<file path="src/rtl/spi3w_frame_engine.sv">
// spi3w_frame_engine: 3-wire SPI master serialising 16-bit register frames with per-channel chip selects
module spi3w_frame_engine #(
    parameter int CLK_DIV = 4
) (
    input  logic       main_clk,
    input  logic       reg_reset,
    input  logic       cmd_valid,
    output logic       cmd_ready,
    input  logic       cmd_channel,
    input  logic       cmd_r1w0,
    input  logic [6:0] cmd_addr,
    input  logic [7:0] cmd_wdata,
    output logic       rsp_valid,
    output logic [7:0] rsp_rdata,
    output logic       rsp_channel,
    output logic       busy,
    output logic       spi_sclk,
    output logic       spi_csA_n,
    output logic       spi_csB_n,
    output logic       spi_mosi,
    input  logic       spi_miso,
    output logic       sdio_oe_n
);
    typedef enum logic [2:0] {IDLE, SETUP, SHIFT, HOLD, GAP} state_t;
    localparam logic [7:0] LAST = 8'(CLK_DIV - 1);
    state_t      state;
    logic [7:0]  cnt;
    logic [4:0]  bit_cnt;
    logic [14:0] sr;
    logic [7:0]  rx;
    logic        chan;
    logic        rd;
    logic        last;
    assign last = cnt == LAST;
    always_ff @(posedge main_clk) begin
        if (reg_reset) begin
            state       <= IDLE;
            cnt         <= '0;
            bit_cnt     <= '0;
            sr          <= '0;
            rx          <= '0;
            chan        <= 1'b0;
            rd          <= 1'b0;
            cmd_ready   <= 1'b1;
            busy        <= 1'b0;
            rsp_valid   <= 1'b0;
            rsp_rdata   <= '0;
            rsp_channel <= 1'b0;
            spi_sclk    <= 1'b0;
            spi_csA_n   <= 1'b1;
            spi_csB_n   <= 1'b1;
            spi_mosi    <= 1'b0;
            sdio_oe_n   <= 1'b1;
        end else begin
            rsp_valid <= 1'b0;
            cnt       <= last ? '0 : cnt + 8'd1;
            case (state)
                IDLE: begin
                    cnt <= '0;
                    if (cmd_valid) begin
                        state     <= SETUP;
                        sr        <= {cmd_addr, cmd_wdata};
                        rx        <= '0;
                        chan      <= cmd_channel;
                        rd        <= cmd_r1w0;
                        cmd_ready <= 1'b0;
                        busy      <= 1'b1;
                        spi_csA_n <= cmd_channel;
                        spi_csB_n <= !cmd_channel;
                        sdio_oe_n <= 1'b0;
                        spi_mosi  <= cmd_r1w0;
                    end
                end
                SETUP: if (last) begin
                    state    <= SHIFT;
                    spi_sclk <= 1'b1;
                    bit_cnt  <= '0;
                end
                SHIFT: if (last) begin
                    if (spi_sclk) begin
                        spi_sclk <= 1'b0;
                        spi_mosi <= sr[14];
                        sr       <= {sr[13:0], 1'b0};
                        // release SDIO to the slave once the address phase is out
                        if (rd && bit_cnt == 5'd7) sdio_oe_n <= 1'b1;
                    end else begin
                        if (rd && bit_cnt >= 5'd7 && bit_cnt <= 5'd14) rx <= {rx[6:0], spi_miso};
                        if (bit_cnt == 5'd15) state <= HOLD;
                        else begin
                            spi_sclk <= 1'b1;
                            bit_cnt  <= bit_cnt + 5'd1;
                        end
                    end
                end
                HOLD: if (last) begin
                    state       <= GAP;
                    spi_csA_n   <= 1'b1;
                    spi_csB_n   <= 1'b1;
                    sdio_oe_n   <= 1'b1;
                    spi_mosi    <= 1'b0;
                    rsp_valid   <= 1'b1;
                    rsp_rdata   <= rd ? rx : 8'h00;
                    rsp_channel <= chan;
                end
                GAP: if (last) begin
                    state     <= IDLE;
                    cmd_ready <= 1'b1;
                    busy      <= 1'b0;
                end
                default: state <= IDLE;
            endcase
        end
    end
endmodule

</file>
<file path="config.mk">
export PLATFORM = sky130hd
export DESIGN_NAME = spi3w_frame_engine
export DESIGN_NICKNAME = d
export VERILOG_FILES = /design/src/rtl/spi3w_frame_engine.sv
export SDC_FILE = /design/constraint.sdc
export NUM_CORES = 1
export LEC_CHECK = 0
export ABC_AREA = 1
export CAP_MARGIN = 20
export CELL_PAD_IN_SITES_DETAIL_PLACEMENT = 1
export CELL_PAD_IN_SITES_GLOBAL_PLACEMENT = 1
export CORE_UTILIZATION = 42
export DETAILED_ROUTE_END_ITERATION = 10
export PLACE_DENSITY = 0.82
export SLEW_MARGIN = 20
export SYNTH_ARGS = -nofsm -noshare
export SYNTH_HDL_FRONTEND = slang
export SYNTH_SLANG_ARGS = --single-unit
</file>
<file path="constraint.sdc">
create_clock -name main_clk -period 3.9 [get_ports main_clk]
set_input_delay 0.585 -clock main_clk [delete_from_list [all_inputs] [get_ports main_clk]]
set_output_delay 0.585 -clock main_clk [all_outputs]
set_load 0.05 [all_outputs]
</file>
==> impl_metrics.sql, run 1 <==
INSERT INTO impl_metrics (metric_group, metric, value, unit) VALUES
('floorplan', 'fp.dieArea', '0.00719', 'mm^2'),
('finish', 'post_layout_utilization_of_the_core', '52.6', '%'),
('floorplan', 'row_count', '29', ''),
('routing', 'avgViaCountPerCell', '5.04', ''),
('timing', 'finalWorstPathRequiredPeriod', '2.20', 'ns'),
('power', 'vdd_drop_max', '0.386', 'mV'),
('timing', 'max_clock_freq', '454', 'MHz'),
('worst_setup_path', 'critical_path.endpoint_type', 'primary output', ''),
('global_routing', 'overall_routing_resource_usage', '21.6', '%'),
('synth', 'synth_top_cell_area_share', '40.3', '%'),
('synth', 'async_reset_ff_share', '0', '%'),
('timing', 'timing.final.hold_violations', '0', ''),
('finish', 'final_layout_fill_cell_count', '851', ''),
('synth', 'synth_seq_area_share', '40.3', '%'),
('synth', 'ys_dominant_reg_cell', 'sky130_fd_sc_hd__dfxtp_1', ''),
('timing', 'worst-slew-pin-transition', '0.528', 'ns'),
('clocking', 'post_cts_hold_buffer_count', '0', ''),
('clocking', 'cts_sinks', '58', ''),
('clocking', 'buffer_depth_of_the_longest_clock_path', '2', ''),
('synth', 'post_synth_instance_area', '0.00288', 'mm^2'),
('place', 'post_detail_place_hpwl', '5050', 'um'),
('min_path', 'min-delay-path-class', 'reg2reg', ''),
('timing', 'grt_setup_unrepaired', 'false', ''),
('place', 'dp_area', '0.00324', 'mm^2'),
('place', 'routabilityCongestion', '0.816', ''),
('outcome', 'violations', 'design-rule violations', ''),
('routing', 'routed_wirelength', '7210', 'um'),
('worst_setup_path', 'crit_path_max_incr_delay', '0.86', 'ns'),
('synth', 'synth-edff-count', '0', ''),
('outcome', 'outcome', 'finished with violations', ''),
('finish', 'final_nets', '475', ''),
('floorplan', 'floorplan.io_pins', '38', ''),
('routing', 'drt.antenna.violating_nets', '0', ''),
('worst_setup_path', 'chain_of_cells_forming_the_critical_path', 'clkdlybuf4s50_1', ''),
('timing', 'setup_tns', '0', 'ns'),
('synth', 'synth_area_leaders', 'sky130_fd_sc_hd__dfxtp_1 (40%), sky130_fd_sc_hd__nand2_1 (14%), sky130_fd_sc_hd__nor2_1 (9.5%)', ''),
('routing', 'drc_errors', '3', ''),
('timing', 'holdWs', '0.454', 'ns'),
('routing', 'routedWlPerCell', '13.6', 'um'),
('synth', 'syn_nets', '440', ''),
('routing', 'drt_pre_antenna_iters', '9', ''),
('clocking', 'cts-buffers-inserted', '9', ''),
('routing', 'routed-wl-met3', '159', 'um'),
('global_routing', 'grt_overflow', '0', ''),
('routing', 'detailedRoute.firstIterationViolations', '66', ''),
('timing', 'finClkSkew', '0.00790', 'ns'),
('clocking', 'post-cts-setup-buffer-count', '0', ''),
('place', 'io_buffer_count', '37', ''),
('clocking', 'worst_setup_hold_path_clk_slew', '0.07', 'ns'),
('timing', 'setup-violations-final', '0', ''),
('synth', 'syn-instance-count', '415', ''),
('synth', 'post_synthesis_sequential_element_count', '58', ''),
('synth', 'yosys_top_cell_by_area', 'sky130_fd_sc_hd__dfxtp_1', ''),
('floorplan', 'floorplan.die.width', '84.8', 'um'),
('worst_setup_path', 'crit_slowest_cell', 'sky130_fd_sc_hd__clkdlybuf4s50_1', ''),
('timing', 'drv_slew', '0', ''),
('floorplan', 'start_util', '44.3', '%'),
('routing', 'vias', '2683', ''),
('worst_setup_path', 'crit_path_required_time', '3.31', 'ns'),
('worst_setup_path', 'critical_path.max_fanout', '5', ''),
('synth', 'yosys_warnings', '0', ''),
('synth', 'post_synth_most_frequent_cells', 'sky130_fd_sc_hd__nand2_1 (106), sky130_fd_sc_hd__nor2_1 (73), sky130_fd_sc_hd__dfxtp_1 (58), sky130_fd_sc_hd__inv_1 (44), sky130_fd_sc_hd__nand3_1 (27)', ''),
('worst_setup_path', 'setup.worst_path.start_class', 'flip-flop', ''),
('global_routing', 'antenna_violations_before_repair', '0', ''),
('synth', 'synth_most_common_cell', 'sky130_fd_sc_hd__nand2_1', ''),
('power', 'post-layout-total-power', '2.67', 'mW'),
('power', 'p_per_area', '782', 'mW/mm^2'),
('global_routing', 'grt_first_pass_wirelength', '12200', 'um'),
('routing', 'route.met2.wl', '3520', 'um'),
('routing', 'wire_length_on_met1', '3410', 'um'),
('clocking', 'ctsResizeCount', '0', '');
==> stage by stage <==
stage	std cells	setup slack, ns
finish	532	1.70
global route	532	1.54
CTS	532	1.67
detailed placement	516	1.58
global placement	516	1.59
floorplan	415	2.43
==> cells in the final DEF (no fill, tap or decap) <==
cell type and instances:
sky130_fd_sc_hd__inv_4 1, sky130_fd_sc_hd__nand3_4 2, sky130_fd_sc_hd__nand4_1 2, sky130_fd_sc_hd__nand3_1 27, sky130_fd_sc_hd__buf_4 1, sky130_fd_sc_hd__o22ai_1 2, sky130_fd_sc_hd__xor2_1 2, sky130_fd_sc_hd__a211oi_1 2
sky130_fd_sc_hd__inv_2 2, sky130_fd_sc_hd__o21ai_2 1, sky130_fd_sc_hd__nand2_4 4, sky130_fd_sc_hd__nand2_2 6, sky130_fd_sc_hd__a31oi_1 1, sky130_fd_sc_hd__inv_1 44, sky130_fd_sc_hd__nor2_4 3, sky130_fd_sc_hd__nand3b_4 1
sky130_fd_sc_hd__a21oi_2 1, sky130_fd_sc_hd__a21oi_1 17, sky130_fd_sc_hd__nand4_4 1, sky130_fd_sc_hd__nor4_1 1, sky130_fd_sc_hd__ha_1 4, sky130_fd_sc_hd__o21ai_1 22, sky130_fd_sc_hd__clkbuf_8 10, sky130_fd_sc_hd__o21ai_0 14
sky130_fd_sc_hd__clkdlybuf4s50_1 37, sky130_fd_sc_hd__clkinvlp_4 5, sky130_fd_sc_hd__nor3_1 2, sky130_fd_sc_hd__dfxtp_1 58, sky130_fd_sc_hd__nor2_2 1, sky130_fd_sc_hd__clkinv_2 1, sky130_fd_sc_hd__nor2_1 73, sky130_fd_sc_hd__or2_2 1
sky130_fd_sc_hd__nand2_1 106
==> final cells by class <==
class / count / area [um^2] / area share [%]
multi-input combinational: 296 / 1430 / 41.7
sequential: 58 / 1160 / 34.0
timing repair buffer: 38 / 378 / 11.1
inverter: 47 / 179 / 5.23
clock buffer: 10 / 138 / 4.02
tap: 77 / 96.3 / 2.82
clock inverter: 6 / 42.5 / 1.24
==> report_power, final <==
group	leakage, nW	internal, mW	switching, mW
Clock	0.0765	0.246	0.258
Sequential	0.475	0.757	0.101
Combinational	0.942	0.420	0.891
==> cells by family after synthesis <==
kind of cell	count (synthesis)	share of synthesized area (%)
xor+xnor	2	0.609
fa+ha+maj	4	1.74
compound gates	60	11.0
simple gates	230	36.2
flops	58	40.3
buf+inv	61	10.2
==> registers in the layout, indices dropped and copies added (netlist names), 3 cells and up <==
signal     cells
rx             8
sr            15
cnt            8
state          3
rsp_rdata      8
bit_cnt        5
==> final timing paths <==
kind / start / end / slack, ns / depth (start not counted)
hold / removal: cnt[0] / cnt[0] / 0.45 / 1
setup / recovery: spi_sclk / spi_sclk / 1.70 / 1
hold reg to reg: cnt[0] / cnt[0] / 0.45 / 1
setup reg to reg: state[0] / sr[0] / 1.75 / 7
==> routing by layer <==
metal | global-route usage [%] | up-vias
li1 | - | 1377
met1 | 26.8 | 1259
met2 | 37.1 | 35
met3 | 3.64 | 12
met4 | 9.24 | 0
met5 | 0 | -
No activity file was read; power rests on OpenSTA's default activity.
==> run 2: changes to the inputs <==
--- a/config.mk
+++ b/config.mk
@@ -9,9 +9,9 @@
 export CAP_MARGIN = 20
 export CELL_PAD_IN_SITES_DETAIL_PLACEMENT = 1
 export CELL_PAD_IN_SITES_GLOBAL_PLACEMENT = 1
-export CORE_UTILIZATION = 42
+export CORE_UTILIZATION = 39
 export DETAILED_ROUTE_END_ITERATION = 10
-export PLACE_DENSITY = 0.82
+export PLACE_DENSITY = 0.77
 export SLEW_MARGIN = 20
 export SYNTH_ARGS = -nofsm -noshare
 export SYNTH_HDL_FRONTEND = slang
==> constraint.sdc (replaced) <==
create_clock -name main_clk -period 2.05 [get_ports main_clk]
set_input_delay 0.3075 -clock main_clk [delete_from_list [all_inputs] [get_ports main_clk]]
set_output_delay 0.3075 -clock main_clk [all_outputs]
set_load 0.05 [all_outputs]
==> run 2 against run 1 <==
  * The run now ends clean
  * Register-to-register slack got worse by 1.5 ns
  * Flip-flop and latch count unchanged
  * Cell area increased by 2.9%
  * Global-route usage decreased by 1.7 points
  * Via count increased by 0.37%
  * Clock skew increased by 0.0020 ns
  * Routed wire length decreased by 0.92%
  * Highest routed layer unchanged
==> impl_metrics.sql, run 2 (synthesized netlist as in run 1, its figures left out) <==
INSERT INTO impl_metrics (metric_group, metric, value, unit) VALUES
('global_routing', 'grt_start_max_net_pins', '31', ''),
('routing', 'drt_pre_antenna_iters', '4', ''),
('finish', 'final_nets', '481', ''),
('timing', 'drv_slew', '0', ''),
('worst_setup_path', 'crit_slowest_cell', 'sky130_fd_sc_hd__clkdlybuf4s50_1', ''),
('worst_setup_path', 'critical_path.n_buffers_inverters', '1', ''),
('outcome', 'outcome', 'complete, no violations', ''),
('floorplan', 'floorplan.io_pins', '38', ''),
('min_path', 'min-delay-path-class', 'reg2reg', ''),
('clocking', 'cts-buffers-inserted', '9', ''),
('power', 'p_per_area', '1520', 'mW/mm^2'),
('finish', 'layout_common_cells', 'sky130_fd_sc_hd__nand2_1 (106), sky130_fd_sc_hd__nor2_1 (73), sky130_fd_sc_hd__dfxtp_1 (58)', ''),
('timing', 'worst-slew-pin-transition', '0.512', 'ns'),
('worst_setup_path', 'critical_path.max_fanout', '5', ''),
('place', 'post_detail_place_hpwl', '5070', 'um'),
('global_routing', 'antenna_violations_before_repair', '0', ''),
('worst_setup_path', 'crit_path_required_time', '1.74', 'ns'),
('worst_setup_path', 'crit_path_max_incr_delay', '0.85', 'ns'),
('clocking', 'htree_levels', '3', ''),
('routing', 'routedWlPerCell', '12.8', 'um'),
('clocking', 'worst_setup_hold_path_clk_slew', '0.08', 'ns'),
('global_routing', 'via_count_of_the_first_global_routing_pass', '2592', ''),
('timing', 'finalWorstPathRequiredPeriod', '1.93', 'ns'),
('timing', 'setup_tns', '0', 'ns'),
('finish', 'syn_to_final_growth', '22.2', '%'),
('worst_setup_path', 'critical_path_arrival', '1.62', 'ns'),
('routing', 'avgViaCountPerCell', '4.83', ''),
('power', 'leakagePower', '1.54', 'nW'),
('worst_setup_path', 'critical_path.endpoint_type', 'primary output', ''),
('job', 'max-cap-violations', '0', ''),
('timing', 'timing.slew.headroom', '65.8', '%'),
('worst_setup_path', 'setup.worst_path.start_class', 'flip-flop', ''),
('timing', 'holdWs', '0.471', 'ns'),
('routing', 'detailedRoute.firstIterationViolations', '53', ''),
('routing', 'drc_errors', '0', ''),
('power', 'post-layout-total-power', '5.34', 'mW'),
('global_routing', 'grt_overflow', '0', ''),
('global_routing', 'grt_first_pass_wirelength', '11600', 'um'),
('place', 'dp_worst_setup_slack', '0.230', 'ns'),
('power', 'vdd_drop_max', '0.520', 'mV'),
('worst_setup_path', 'timing.critical_path.max_delay_family', 'buffers and inverters', ''),
('routing', 'drt.antenna.violating_nets', '0', ''),
('finish', 'num_antenna_cells', '0', ''),
('floorplan', 'row_count', '30', ''),
('timing', 'timing.final.crit_share', '94.2', '%'),
('finish', 'post_layout_utilization_of_the_core', '50.6', '%'),
('worst_setup_path', 'chain_of_cells_forming_the_critical_path', 'clkdlybuf4s50_1', ''),
('global_routing', 'overall_routing_resource_usage', '19.9', '%'),
('routing', 'routed_wirelength', '7150', 'um'),
('finish', 'final_common_cell', 'sky130_fd_sc_hd__nand2_1', ''),
('place', 'io_buffer_count', '37', ''),
('routing', 'vias', '2693', ''),
('clocking', 'clockRootBuffer', 'sky130_fd_sc_hd__clkbuf_8', ''),
('timing', 'timing.final.hold_violations', '0', ''),
('clocking', 'tritoncts_clock_tree', 'done', ''),
('floorplan', 'fp.dieArea', '0.00773', 'mm^2'),
('floorplan', 'core', '0.00694', 'mm^2'),
('finish', 'post_route_cells_drive_above_1_share', '10.2', '%'),
('floorplan', 'floorplan.die.width', '87.9', 'um'),
('clocking', 'clkLatencyLatePin', '0.36', 'ns'),
('clocking', 'buffer_depth_of_the_longest_clock_path', '2', ''),
('clocking', 'post_cts_hold_buffer_count', '0', ''),
('timing', 'setup-violations-final', '0', ''),
('timing', 'grt_setup_unrepaired', 'false', ''),
('timing', 'max_clock_freq', '518', 'MHz'),
('timing', 'finClkSkew', '0.00992', 'ns'),
('finish', 'final_layout_fill_cell_count', '908', ''),
('clocking', 'cts_sinks', '58', ''),
('floorplan', 'fp.dieH', '87.9', 'um'),
('finish', 'largest_register_ff_count', '15', ''),
('clocking', 'post-cts-setup-buffer-count', '0', ''),
('worst_setup_path', 'timing.setup.critical_path_class', 'reg2out', ''),
('finish', 'regMostFlops', 'sr', ''),
('place', 'routabilityCongestion', '0.808', ''),
('floorplan', 'start_util', '41.5', '%'),
('timing', 'final_critical_path_setup_slack', '0.118', 'ns');
[run 2: cell types whose count changed in the layout (fill, tap and decap cells not counted), sizes merged]
cell,change
buf,+5
clkinvlp,-2
bufinv,+1
clkinv,+1
nand4,+1
[run 2: per-stage QoR]
step | instances | instance area (um^2)
2_1_floorplan | 415 | 2880
3_3_place_gp | 540 | 3300
3_5_place_dp | 540 | 3300
4_1_cts | 556 | 3500
5_1_grt | 557 | 3520
6_report | 557 | 3520
[run 2: cell type report]
cell class,instances,area [um^2],area share [%]
Multi-Input combinational cell,297,1440,40.9
Sequential cell,58,1160,33.0
Timing Repair Buffer,43,415,11.8
Inverter,47,179,5.09
Clock buffer,10,138,3.91
Tap cell,96,120,3.42
Clock inverter,6,66.3,1.89
[run 2: path summary, 6_finish.rpt]
path                               start        to  slack [ns]  cells past startpoint
worst max-delay path            spi_sclk  spi_sclk        0.12                      1
worst min-delay path              cnt[0]    cnt[0]        0.47                      1
worst max register to register    cnt[0]     sr[7]        0.25                      8
worst min register to register    cnt[0]    cnt[0]        0.47                      1
[run 2: repair_timing]
item | in CTS | in global routing
endpoints found under the hold margin | 0 | 0
setup endpoints to repair | 0 | 4
gates resized for setup | 0 | 0
[run 2: report_power, final]
part	total (mW)	internal [mW]	switching, mW
clock network	1.10	0.593	0.511
logic	2.61	0.853	1.76
registers	1.62	1.44	0.182
total	5.34	2.89	2.45
[run 2: layer usage]
layer  up-vias  GRT usage (%)  wire length [um]
met2        43           31.5              3310
met1      1248           25.3              3480
met4         0           8.94               101
met5         -              0                 0
met3        15           5.56               258
li1       1387              -                 -
==> run 3: changes to the inputs <==
--- a/config.mk
+++ b/config.mk
@@ -5,13 +5,13 @@
 export SDC_FILE = /design/constraint.sdc
 export NUM_CORES = 1
 export LEC_CHECK = 0
-export ABC_AREA = 1
 export CAP_MARGIN = 20
 export CELL_PAD_IN_SITES_DETAIL_PLACEMENT = 1
 export CELL_PAD_IN_SITES_GLOBAL_PLACEMENT = 1
-export CORE_UTILIZATION = 39
+export CORE_UTILIZATION = 40
 export DETAILED_ROUTE_END_ITERATION = 10
 export PLACE_DENSITY = 0.77
+export SKIP_CTS_REPAIR_TIMING = 1
 export SLEW_MARGIN = 20
 export SYNTH_ARGS = -nofsm -noshare
 export SYNTH_HDL_FRONTEND = slang
==> run 3 against run 2 <==
  * The flow now finishes with violations (negative setup slack)
  * Cell area is 0.11% lower
  * Via count decreased by 7.2%
  * Non-clock buffer count rose by 27
  * Count of clock-buffer cells in the layout grew 4
  * Worst hold slack worse by 0.011 ns
  * Area after synthesis is 11% lower
  * Global-route usage is 3.1 points higher
  * Fmax is 13% lower
  * Combinational power is 90% lower
  * Sequential power fell by 26%
  * Clock skew shrank 0.0017 ns
  * Flip-flop and latch count unchanged
  * Critical endpoint is now bit_cnt[3]
==> impl_metrics.sql, run 3 <==
INSERT INTO impl_metrics (metric_group, metric, value, unit) VALUES
('routing', 'routed_wirelength', '7480', 'um'),
('power', 'vdd_drop_max', '0.395', 'mV'),
('min_path', 'hold_start', 'rsp_channel', ''),
('finish', 'regMostFlops', 'sr', ''),
('clocking', 'tritoncts_clock_tree', 'done', ''),
('timing', 'timing.final.crit_share', '108', '%'),
('routing', 'top_layer_used', 'met4', ''),
('global_routing', 'grt_first_pass_wirelength', '11600', 'um'),
('synth', 'syn_nets', '330', ''),
('timing', 'finClkSkew', '0.00824', 'ns'),
('routing', 'drc_errors', '0', ''),
('synth', 'yosys_warnings', '0', ''),
('place', 'io_buffer_count', '37', ''),
('clocking', 'htree_levels', '3', ''),
('floorplan', 'fp.dieH', '81.9', 'um'),
('routing', 'detailedRoute.firstIterationViolations', '78', ''),
('min_path', 'whs_path_depth', '2', ''),
('synth', 'yosysUniqueCellTypes', '43', ''),
('outcome', 'outcome', 'finished with violations', ''),
('global_routing', 'overall_routing_resource_usage', '23.0', '%'),
('worst_setup_path', 'critical_path_arrival', '2.47', 'ns'),
('clocking', 'clkLatencyLatePin', '0.33', 'ns'),
('timing', 'timing.final.hold_violations', '0', ''),
('synth', 'syn-instance-count', '305', ''),
('min_path', 'min-delay-path-class', 'reg2reg', ''),
('synth', 'synth-edff-count', '0', ''),
('synth', 'syn-mean-instance-area', '8.37', 'um^2'),
('routing', 'drt_pre_antenna_iters', '4', ''),
('synth', 'post_synthesis_sequential_element_count', '58', ''),
('worst_setup_path', 'critical_path.endpoint_type', 'flip-flop', ''),
('synth', 'synth_most_common_cell', 'sky130_fd_sc_hd__dfxtp_1', ''),
('worst_setup_path', 'crit_reg_reg_startpoint', 'bit_cnt[1]', ''),
('floorplan', 'floorplan.io_pins', '38', ''),
('floorplan', 'fp.dieArea', '0.00670', 'mm^2'),
('global_routing', 'grt_overflow', '0', ''),
('floorplan', 'row_count', '28', ''),
('place', 'post_detail_place_hpwl', '4850', 'um'),
('timing', 'final_critical_path_setup_slack', '-0.163', 'ns'),
('finish', 'syn_to_final_growth', '37.6', '%'),
('worst_setup_path', 'setup.worst_path.start_class', 'flip-flop', ''),
('power', 'leakagePower', '1.38', 'nW'),
('clocking', 'cts-buffers-inserted', '9', ''),
('floorplan', 'start_util', '42.4', '%'),
('global_routing', 'antenna_violations_before_repair', '0', ''),
('floorplan', 'floorplan.die.width', '81.9', 'um'),
('finish', 'layout_common_cells', 'sky130_fd_sc_hd__nand2_1 (54), sky130_fd_sc_hd__dfxtp_1 (54), sky130_fd_sc_hd__clkdlybuf4s50_1 (37)', ''),
('routing', 'drt.antenna.violating_nets', '0', ''),
('finish', 'post_route_cells_drive_above_1_share', '18.8', '%'),
('timing', 'setup-violations-final', '3', ''),
('synth', 'post_synth_instance_area', '0.00255', 'mm^2'),
('floorplan', 'core', '0.00603', 'mm^2'),
('routing', 'routed-wl-met3', '211', 'um'),
('timing', 'timing.slew.headroom', '26.7', '%'),
('synth', 'ys_dominant_reg_cell', 'sky130_fd_sc_hd__dfxtp_1', ''),
('global_routing', 'via_count_of_the_first_global_routing_pass', '2461', ''),
('worst_setup_path', 'timing.rr.end', 'bit_cnt[3]', ''),
('global_routing', 'grt_start_max_net_pins', '31', ''),
('timing', 'drv_slew', '0', ''),
('worst_setup_path', 'critical_path.max_fanout', '2', ''),
('routing', 'wire_length_on_met1', '3490', 'um'),
('clocking', 'cts_sinks', '58', ''),
('place', 'dp_worst_setup_slack', '-0.145', 'ns'),
('timing', 'max_clock_freq', '452', 'MHz'),
('routing', 'vias', '2499', ''),
('synth', 'synth_seq_area_share', '45.5', '%'),
('min_path', 'hold_end', 'rsp_channel', ''),
('synth', 'synth_area_leaders', 'sky130_fd_sc_hd__dfxtp_1 (45%), sky130_fd_sc_hd__nand2_1 (7.9%), sky130_fd_sc_hd__a311oi_1 (5.1%)', ''),
('routing', 'route.met2.wl', '3630', 'um'),
('timing', 'grt_setup_unrepaired', 'true', ''),
('timing', 'worst-slew-pin-transition', '1.08', 'ns'),
('synth', 'async_reset_ff_share', '0', '%'),
('worst_setup_path', 'r2r_cells', '7', ''),
('synth', 'synth_top_cell_area_share', '45.5', '%'),
('job', 'max-cap-violations', '0', ''),
('outcome', 'violations', 'negative setup slack', ''),
('worst_setup_path', 'reg2reg_setup_slack', '-0.16', 'ns'),
('clocking', 'clockRootBuffer', 'sky130_fd_sc_hd__clkbuf_8', ''),
('routing', 'routedWlPerCell', '16.9', 'um'),
('power', 'post-layout-total-power', '2.52', 'mW'),
('synth', 'post_synth_most_frequent_cells', 'sky130_fd_sc_hd__dfxtp_1 (58), sky130_fd_sc_hd__nand2_1 (54), sky130_fd_sc_hd__nor2_1 (31), sky130_fd_sc_hd__a21oi_1 (24), sky130_fd_sc_hd__clkbuf_1 (22)', ''),
('finish', 'final_nets', '388', ''),
('clocking', 'worst_setup_hold_path_clk_slew', '0.06', 'ns'),
('worst_setup_path', 'timing.setup.critical_path_class', 'reg2reg', ''),
('routing', 'avgViaCountPerCell', '5.64', ''),
('finish', 'largest_register_ff_count', '15', ''),
('power', 'p_per_area', '716', 'mW/mm^2'),
('place', 'routabilityCongestion', '0.791', ''),
('synth', 'yosys_top_cell_by_area', 'sky130_fd_sc_hd__dfxtp_1', ''),
('worst_setup_path', 'crit_path_required_time', '2.31', 'ns'),
('clocking', 'buffer_depth_of_the_longest_clock_path', '2', ''),
('timing', 'finalWorstPathRequiredPeriod', '2.21', 'ns'),
('finish', 'num_antenna_cells', '0', '');
## run 3: report_power, final
group          leakage (nW)  switching, mW  internal [mW]  total, mW
Clock                 0.101          0.425          0.627       1.05
Sequential            0.475         0.0285           1.17       1.20
Combinational         0.803          0.147          0.120      0.267
## run 3: per-stage QoR
step / util [%] / area (um^2) / instances / hold slack, ns / TNS [ns]
2_1_floorplan: - / 2570 / 305 / 0.413 / -0.178
3_3_place_gp: 53.2 / 3210 / 424 / 0.442 / -0.662
3_5_place_dp: 53.2 / 3210 / 424 / 0.448 / -1.25
4_1_cts: 56.5 / 3410 / 440 / 0.462 / -1.09
5_1_grt: 58.3 / 3510 / 443 / 0.483 / -1.01
6_report: 58.3 / 3510 / 443 / 0.460 / -0.303
## run 3: how the worst max path moves through the flow
stage            endpoint       start  slack [ns]
2_1_floorplan  bit_cnt[3]  bit_cnt[0]       -0.17
3_3_place_gp   bit_cnt[3]  bit_cnt[0]       -0.08
3_5_place_dp        rx[6]   cmd_valid       -0.15
4_1_cts        bit_cnt[4]  bit_cnt[1]       -0.15
5_1_grt        bit_cnt[3]  bit_cnt[1]       -0.20
6_report       bit_cnt[3]  bit_cnt[1]       -0.16
## run 3: cell type report
class	instances	area, um^2
flip-flops and latches	58	1170
multi-input cells	218	1390
fillers	711	2510
clock buffers	14	163
repair buffers	70	647
well taps	75	93.8
clock inverters	2	35.0
inverters	6	22.5
## run 3: cells by family (layout without fill, tap and decap cells)
kind of cell    after synthesis  after routing  synth area share, %
compound gates               73             73                 21.0
simple gates                131            132                 23.9
mux                           1              1                0.392
fa+ha+maj                     4              4                 1.96
flops                        58             58                 45.5
xor+xnor                      8              8                 2.75
buf+inv                      30             92                 4.46
## run 3: metal layers
layer | up-vias | global-route usage [%]
met1 | 1237 | 28.2
met4 | 0 | 10.7
met2 | 44 | 38.3
met5 | - | 0
li1 | 1203 | -
met3 | 15 | 4.67
## run 3: worst max-delay path, cell delays in order, from the launching register on
cell                      delay, ns
sky130_fd_sc_hd__dfxtp_2       0.34
sky130_fd_sc_hd__ha_4          0.15
sky130_fd_sc_hd__and3_4        0.18
sky130_fd_sc_hd__ha_4          0.15
sky130_fd_sc_hd__o21a_1        0.18
sky130_fd_sc_hd__or4_4         0.42
sky130_fd_sc_hd__or4_4         0.54
sky130_fd_sc_hd__o22ai_2       0.17
